[src/rtl/xbus_arb_pkg.sv]
// Shared definitions for the Xbus DMA arbiter: FSM state encodings,
// default parameter values and the owner index width.
package xbus_arb_pkg;

  localparam int unsigned NREQ_DEF    = 4;
  localparam logic [7:0]  TIMEOUT_DEF = 8'd255;
  localparam int unsigned OWNER_W     = 3;
  localparam int unsigned CNT_W       = 8;

  // FSM state encodings
  localparam logic [1:0] IDLE    = 2'd0;
  localparam logic [1:0] GRANT   = 2'd1;
  localparam logic [1:0] RELEASE = 2'd2;

endpackage

[src/rtl/xbus_arbiter_if.sv]
// Xbus arbitration bundle between the DMA masters and the arbiter.
//   busreq      : per-master level request (master -> arbiter)
//   ackin       : slave acknowledge (master side -> arbiter)
//   err_clr     : pulse clearing timeout_err (master side -> arbiter)
//   busgrant    : one-hot-or-zero grant (arbiter -> masters)
//   owner       : index of current or last owner
//   busy        : any grant active
//   timeout_err : sticky timeout flag
// modport master: requester side; modport slave: arbiter side.
interface xbus_arbiter_if
  import xbus_arb_pkg::*;
#(
  parameter int unsigned NREQ = NREQ_DEF
);

  logic [NREQ-1:0]    busreq;
  logic               ackin;
  logic               err_clr;
  logic [NREQ-1:0]    busgrant;
  logic [OWNER_W-1:0] owner;
  logic               busy;
  logic               timeout_err;

  modport master (
    output busreq, ackin, err_clr,
    input  busgrant, owner, busy, timeout_err
  );

  modport slave (
    input  busreq, ackin, err_clr,
    output busgrant, owner, busy, timeout_err
  );

endinterface

[src/rtl/xbus_rr_pick.sv]
// Combinational round-robin picker: scans req starting at last_i+1
// (mod NREQ) and returns the first requester found.
//   req_i    : request vector
//   last_i   : index of the last owner
//   valid_o  : any request present
//   winner_o : index of the selected master
module xbus_rr_pick
  import xbus_arb_pkg::*;
#(
  parameter int unsigned NREQ = NREQ_DEF
) (
  input  logic [NREQ-1:0]    req_i,
  input  logic [OWNER_W-1:0] last_i,
  output logic               valid_o,
  output logic [OWNER_W-1:0] winner_o
);

  logic [7:0]         req_pad;
  logic [OWNER_W-1:0] cand;

  assign req_pad = 8'(req_i);

  // Offsets 1..NREQ visit every index once, ending on last_i itself.
  always_comb begin
    valid_o  = 1'b0;
    winner_o = '0;
    cand     = '0;
    for (int unsigned k = 1; k <= NREQ; k++) begin
      cand = OWNER_W'((32'(last_i) + k) % NREQ);
      if (!valid_o && req_pad[cand]) begin
        valid_o  = 1'b1;
        winner_o = cand;
      end
    end
  end

endmodule

[src/rtl/xbus_arbiter.sv]
// Xbus DMA bus arbiter: round-robin grant of one master at a time with a
// one-cycle dead period (RELEASE) between owners. Optional grant timeout
// enabled by defining XBUS_ARB_TIMEOUT_EN.
//   clk   : clock, all state on posedge
//   reset : asynchronous, active-high
//   bus   : xbus_arbiter_if.slave (busreq/ackin/err_clr in,
//           busgrant/owner/busy/timeout_err out)
module xbus_arbiter
  import xbus_arb_pkg::*;
#(
  parameter int unsigned NREQ    = NREQ_DEF,
  parameter logic [7:0]  TIMEOUT = TIMEOUT_DEF
) (
  input  logic          clk,
  input  logic          reset,
  xbus_arbiter_if.slave bus
);

  logic [1:0]         state_q, state_d;
  logic [NREQ-1:0]    busgrant_q, busgrant_d;
  logic [OWNER_W-1:0] owner_q, owner_d;
  logic               busy_q, busy_d;

  logic               pick_valid;
  logic [OWNER_W-1:0] pick_winner;
  logic [7:0]         req_pad;
  logic [7:0]         grant_pad;
  logic               timeout_c;
  logic               enter_grant_c;

  assign req_pad       = 8'(bus.busreq);
  assign grant_pad     = 8'd1 << pick_winner;
  assign enter_grant_c = (state_q == IDLE) && pick_valid;

  xbus_rr_pick #(.NREQ(NREQ)) u_pick (
    .req_i    (bus.busreq),
    .last_i   (owner_q),
    .valid_o  (pick_valid),
    .winner_o (pick_winner)
  );

  // State and output registers
  always_ff @(posedge clk or posedge reset) begin
    if (reset) begin
      state_q    <= IDLE;
      busgrant_q <= '0;
      owner_q    <= OWNER_W'(NREQ - 1);
      busy_q     <= 1'b0;
    end else begin
      state_q    <= state_d;
      busgrant_q <= busgrant_d;
      owner_q    <= owner_d;
      busy_q     <= busy_d;
    end
  end

  // Next-state and registered-output logic
  always_comb begin
    state_d    = state_q;
    busgrant_d = busgrant_q;
    owner_d    = owner_q;
    case (state_q)
      IDLE: begin
        busgrant_d = '0;
        if (pick_valid) begin
          state_d    = GRANT;
          busgrant_d = grant_pad[NREQ-1:0];
          owner_d    = pick_winner;
        end
      end
      GRANT: begin
        if (!req_pad[owner_q] || timeout_c) begin
          state_d    = RELEASE;
          busgrant_d = '0;
        end
      end
      RELEASE: begin
        state_d    = IDLE;
        busgrant_d = '0;
      end
      default: begin
        state_d    = IDLE;
        busgrant_d = '0;
      end
    endcase
    busy_d = |busgrant_d;
  end

`ifdef XBUS_ARB_TIMEOUT_EN
  logic [CNT_W-1:0] cnt_q, cnt_d;
  logic             timeout_err_q, timeout_err_d;

  assign timeout_c = (state_q == GRANT) && (cnt_q == TIMEOUT);

  // Hold-time counter and sticky error flag registers
  always_ff @(posedge clk or posedge reset) begin
    if (reset) begin
      cnt_q         <= '0;
      timeout_err_q <= 1'b0;
    end else begin
      cnt_q         <= cnt_d;
      timeout_err_q <= timeout_err_d;
    end
  end

  // Counter restarts on a new grant or an ackin, otherwise counts GRANT cycles
  always_comb begin
    cnt_d         = cnt_q;
    timeout_err_d = timeout_err_q;
    if (enter_grant_c || bus.ackin) begin
      cnt_d = '0;
    end else if (state_q == GRANT) begin
      cnt_d = CNT_W'(cnt_q + 8'd1);
    end
    // A coinciding timeout takes priority over the clear
    if (timeout_c) begin
      timeout_err_d = 1'b1;
    end else if (bus.err_clr) begin
      timeout_err_d = 1'b0;
    end
  end

  assign bus.timeout_err = timeout_err_q;
`else
  logic unused_c;

  assign timeout_c       = 1'b0;
  assign unused_c        = ^{bus.ackin, bus.err_clr, TIMEOUT, enter_grant_c};
  assign bus.timeout_err = 1'b0;
`endif

  assign bus.busgrant = busgrant_q;
  assign bus.owner    = owner_q;
  assign bus.busy     = busy_q;

endmodule

[src/flat_wrapper.sv]
// flat-port wrapper written by rule: the top's interface ports become plain ports
module xbus_arbiter_flat import xbus_arb_pkg::*;
#(
  parameter int unsigned NREQ    = NREQ_DEF,
  parameter logic [7:0]  TIMEOUT = TIMEOUT_DEF
)
  (clk, reset, bus_busreq, bus_ackin, bus_err_clr, bus_busgrant, bus_owner, bus_busy, bus_timeout_err);
  xbus_arbiter_if #(.NREQ(NREQ)) bus_i ();
  input  logic clk;
  input  logic reset;
  input wire logic [$bits(bus_i.busreq)-1:0] bus_busreq;
  input wire logic [$bits(bus_i.ackin)-1:0] bus_ackin;
  input wire logic [$bits(bus_i.err_clr)-1:0] bus_err_clr;
  output wire logic [$bits(bus_i.busgrant)-1:0] bus_busgrant;
  output wire logic [$bits(bus_i.owner)-1:0] bus_owner;
  output wire logic [$bits(bus_i.busy)-1:0] bus_busy;
  output wire logic [$bits(bus_i.timeout_err)-1:0] bus_timeout_err;
  assign bus_i.busreq = bus_busreq;
  assign bus_i.ackin = bus_ackin;
  assign bus_i.err_clr = bus_err_clr;
  assign bus_busgrant = bus_i.busgrant;
  assign bus_owner = bus_i.owner;
  assign bus_busy = bus_i.busy;
  assign bus_timeout_err = bus_i.timeout_err;
  xbus_arbiter #(.NREQ(NREQ), .TIMEOUT(TIMEOUT)) u_core (.clk(clk), .reset(reset), .bus(bus_i));
endmodule
[config.mk]
export PLATFORM = sky130hd
export DESIGN_NAME = xbus_arbiter_flat
export DESIGN_NICKNAME = d
export VERILOG_FILES = /design/src/rtl/xbus_arb_pkg.sv /design/src/rtl/xbus_arbiter_if.sv /design/src/rtl/xbus_rr_pick.sv /design/src/rtl/xbus_arbiter.sv /design/src/flat_wrapper.sv
export SDC_FILE = /design/constraint.sdc
export NUM_CORES = 1
export LEC_CHECK = 0
export ABC_CLOCK_PERIOD_IN_PS = 3000
export CAP_MARGIN = 30
export CORE_MARGIN = 2
export CORE_UTILIZATION = 40
export DETAILED_ROUTE_END_ITERATION = 12
export GPL_TIMING_DRIVEN = 0
export HOLD_SLACK_MARGIN = 0.15
export PLACE_DENSITY = 0.71
export SETUP_SLACK_MARGIN = 0.02
export SLEW_MARGIN = 15
export SYNTH_ARGS = -nofsm -noshare
export SYNTH_HDL_FRONTEND = slang
export SYNTH_HIERARCHICAL = 1
export SYNTH_SLANG_ARGS = --single-unit
[constraint.sdc]
create_clock -name clk -period 3 [get_ports clk]
set_input_delay 0.9 -clock clk [delete_from_list [all_inputs] [get_ports clk]]
set_output_delay 0.9 -clock clk [all_outputs]
set_load 0.05 [all_outputs]
==> flow_results.org <==
** GRT
- Antenna violations before repair :: 0
- For this run the aggregate overflow at the end of global routing stands at 0.
- Entering global routing, the biggest net connects 11 pins.
- The first global-routing pass estimated 1640 um of wire.
- Global routing used 16.1% of the available tracks across all layers.
- Number of global-route vias before repair :: 362

** Routing
- Post-detailed-route wirelength per cell :: 12.2 um
- Post-detailed-routing wire length :: 972 um
- Using the TritonRoute via totals, the vias-per-cell ratio works out to 5.00.
- The count of nets left with antenna violations once routing finished came out at 0.
- First DRT Iteration DRCs :: 3
- Via count :: 400
- The pre-antenna-repair detailed-routing pass consisted of 4 iterations.
- Drc violations :: 0

** Synthesis
- For this run, the number of Yosys warnings is 6.
- Syn Nets :: 56
- Summing every instance area after synthesis gives 532 um^2.
- Flip-flop and latch count after synthesis :: 10
- Count of distinct cell types in the synthesized netlist :: 26
- Sequential elements use 47.5% of the synthesized area.
- Synthesis handed over a netlist of 48 instances.
- Dividing the synthesized area by the synthesized cell count gives 11.1 um^2.

** Power and ir drop
- Sw frac :: 42.9%
- Leakage power figure :: 0.322 nW
- Relative contribution of sequential cells to total power :: 32.9%
- Of the total power, the clock network draws 16.1%.
- The worst-case IR drop observed on VDD is 556 uV.
- Internal power consumption :: 0.000431 W
- For this design the total switching power over the nets is 0.000323 W.
- Power density over cell area :: 1050 nW/um^2
- Post-layout power :: 0.000754 W
- Combinational power share :: 51.1%

** Placement
- After legalization and detailed placement, the total HPWL measured 767 um.
- Routability-driven placement finished with a final weighted congestion of 0.775.
- Count of input and output buffers :: 13

** Flow run
- Across the run, the number of max-cap violations was 0.

** CTS
- TritonCTS built the clock tree.
- Clk_lat worst skew :: 270 ps
- Counting along the longest clock path gives a buffer depth of 2.
- Clock transition at the register clock pins on the worst setup and hold paths after CTS :: 70 ps
- Number of buffers inserted by post-CTS setup repair :: 0
- CTS placed an instance of clkbuf_4 at the clock tree root.
- The clock drives 10 sinks.
- TritonCTS created 3 clock buffers.
- The number of gates resized after CTS was 0.
- Hold-fix buffer count after cts :: 0
- H-tree depth :: 1

** Floorplanning
- Std cell rows :: 13
- Starting density of the core :: 41.9%
- Io pins :: 17
- Width of the chip :: 40.5 um
- The floorplan step set the die height to 40.5 um.
- The total area inside the core boundary comes to 1270 um^2.
- The die covers 1640 um^2.

** Worst setup path
- Classification of the worst setup path :: reg -> out
- WP data arrival :: 1720 ps
- For this design, the slowest cell found on the critical path is clkdlybuf4s50_1.
- The worst setup path is captured at a primary output.
- The critical path goes through clkdlybuf4s50_1.
- Among cell families on the critical path, the largest total delay comes from buffers and inverters.
- STA puts the critical path data required time at 2100 ps.
- In this run the worst path has a maximum fanout of 9.
- The number of buffers and inverters on the critical path is 1.
- STA classifies the critical path startpoint as a flop.
- On the worst path, the slowest cell contributes a delay of 820 ps.

** STA
- Setup repair after global routing missed its margin :: false
- Dividing the final minimum period by the clock period gives 87.2%.
- For the pin with the worst max-slew slack, the measured transition is 496 ps.
- Finish-stage setup viols :: 0
- For the final routed database, the setup TNS stands at 0 ps.
- Tightest slew margin relative to the limit :: 66.8%
- The number of pins with negative max-slew slack in the final report was 0.
- Clock period minus final worst setup slack :: 2620 ps
- For this run, the top clock speed supported by timing is 0.382 GHz.
- Final Hold Vio Count :: 0
- Across the routed clock network, the largest skew measured is 5.16 ps.

** Finish
- Most common library cell in the layout ignoring fill and taps :: clkdlybuf4s50_1
- The post-route netlist has 21.5% of its cells at a drive strength greater than 1.
- Final-stage net count :: 74
- Summing all flip-flop and latch instances after layout gives 253 um^2.
- Area of the multi-input gates :: 249 um^2
- Filler Cell Count :: 106
- Antenna diode count :: 0
- Synthesis-to-layout area growth :: 34.8%
- Leaving out fill and tap cells, the most frequent cells in the layout are clkdlybuf4s50_1 (13), dfrtp_1 (8), nand2b_1 (4).

** Min path
- The worst hold path belongs to the class reg -> reg.

** Outcome
- The flow ran to the end, and the final reports show no timing, DRC or antenna violations.
[logic make-up after synthesis]
kind of cell	after synthesis	synth area share, %
simple gates	15	18.1
compound gates	11	16.9
flops	10	47.5
buf+inv	6	5.65
mux	4	10.4
other cells	2	1.41
[sequential cells by signal (all words and copies together) (netlist names)]
name,count
u_core/bus.busgrant,4
u_core/bus.owner,3
u_core/state_q,2
u_core/bus.busy,1
[per-layer routing]
metal,vias up,part of all wire (%),GRT usage [%]
li1,202,-,-
met1,181,46,21.5
met2,14,47,22.2
met3,3,5.2,6.67
met4,0,2.0,7.50
met5,-,0,0
[final timing paths]
check / endpoint / startpoint / cells after the start / slack (ps)
max in group asynchronous: u_core/bus.owner[0] / reset / 2 / 1800
min: u_core/state_q[1] / u_core/state_q[1] / 1 / 450
max: bus_owner[1] / u_core/bus.owner[1] / 1 / 380
min reg2reg: u_core/state_q[1] / u_core/state_q[1] / 1 / 450
max reg2reg: u_core/bus.busgrant[2] / u_core/bus.owner[0] / 3 / 1320
min in group asynchronous: u_core/bus.busgrant[2] / reset / 2 / 890
[power groups by stage]
| stage | Sequential, W | Combinational [W] | Clock (W) |
|---|---|---|---|
| after floorplan | 0.000365 | 0.000158 | 0 |
| after global placement | 0.000248 | 0.000382 | 0 |
| final | 0.000248 | 0.000385 | 0.000121 |
| after global routing | 0.000256 | 0.000415 | 0.000130 |
| after CTS | 0.000248 | 0.000388 | 0.000125 |
| after detailed placement | 0.000250 | 0.000387 | 0 |
[cells in the mapped netlist]
cell type / n / share of area, %
and4bb_4: 1 / 3.1
a21oi_2: 1 / 1.6
nor3b_1: 1 / 1.4
or3b_1: 1 / 1.6
o21ai_0: 1 / 0.94
a31oi_1: 1 / 1.2
nor2_1: 3 / 2.1
mux2i_1: 1 / 1.9
conb_1: 2 / 1.4
a32o_1: 2 / 3.8
or4_1: 1 / 1.4
mux2_2: 2 / 4.2
nand2b_1: 4 / 4.7
nand2_1: 2 / 1.4
dfstp_2: 2 / 9.9
a21oi_1: 2 / 1.9
inv_1: 3 / 2.1
a22o_1: 2 / 3.3
buf_4: 2 / 2.8
nor3_1: 1 / 0.94
o221ai_2: 1 / 2.8
clkbuf_1: 1 / 0.71
mux4_2: 1 / 4.2
a21o_1: 1 / 1.4
dfrtp_1: 8 / 38
and2b_1: 1 / 1.4
[cell type report]
class	instances	area share, %
buffer	3	2.62
clock buffer	4	5.06
inverter	3	1.57
multi-input combinational	32	34.7
sequential	10	35.3
tap	15	2.62
timing repair buffer	13	18.2
[per-stage QoR]
| stage | cells | setup slack (ps) | hold WS (ps) | cell area [um^2] | util, % |
|---|---|---|---|---|---|
| floorplan | 48 | 1100 | 417 | 532 | - |
| global placement | 76 | 425 | 437 | 681 | 53.6 |
| detailed placement | 76 | 408 | 442 | 681 | 53.6 |
| CTS | 80 | 380 | 451 | 717 | 56.5 |
| global route | 80 | 342 | 466 | 717 | 56.5 |
| finish | 80 | 384 | 452 | 717 | 56.5 |
(Power assumes the default switching activity.)
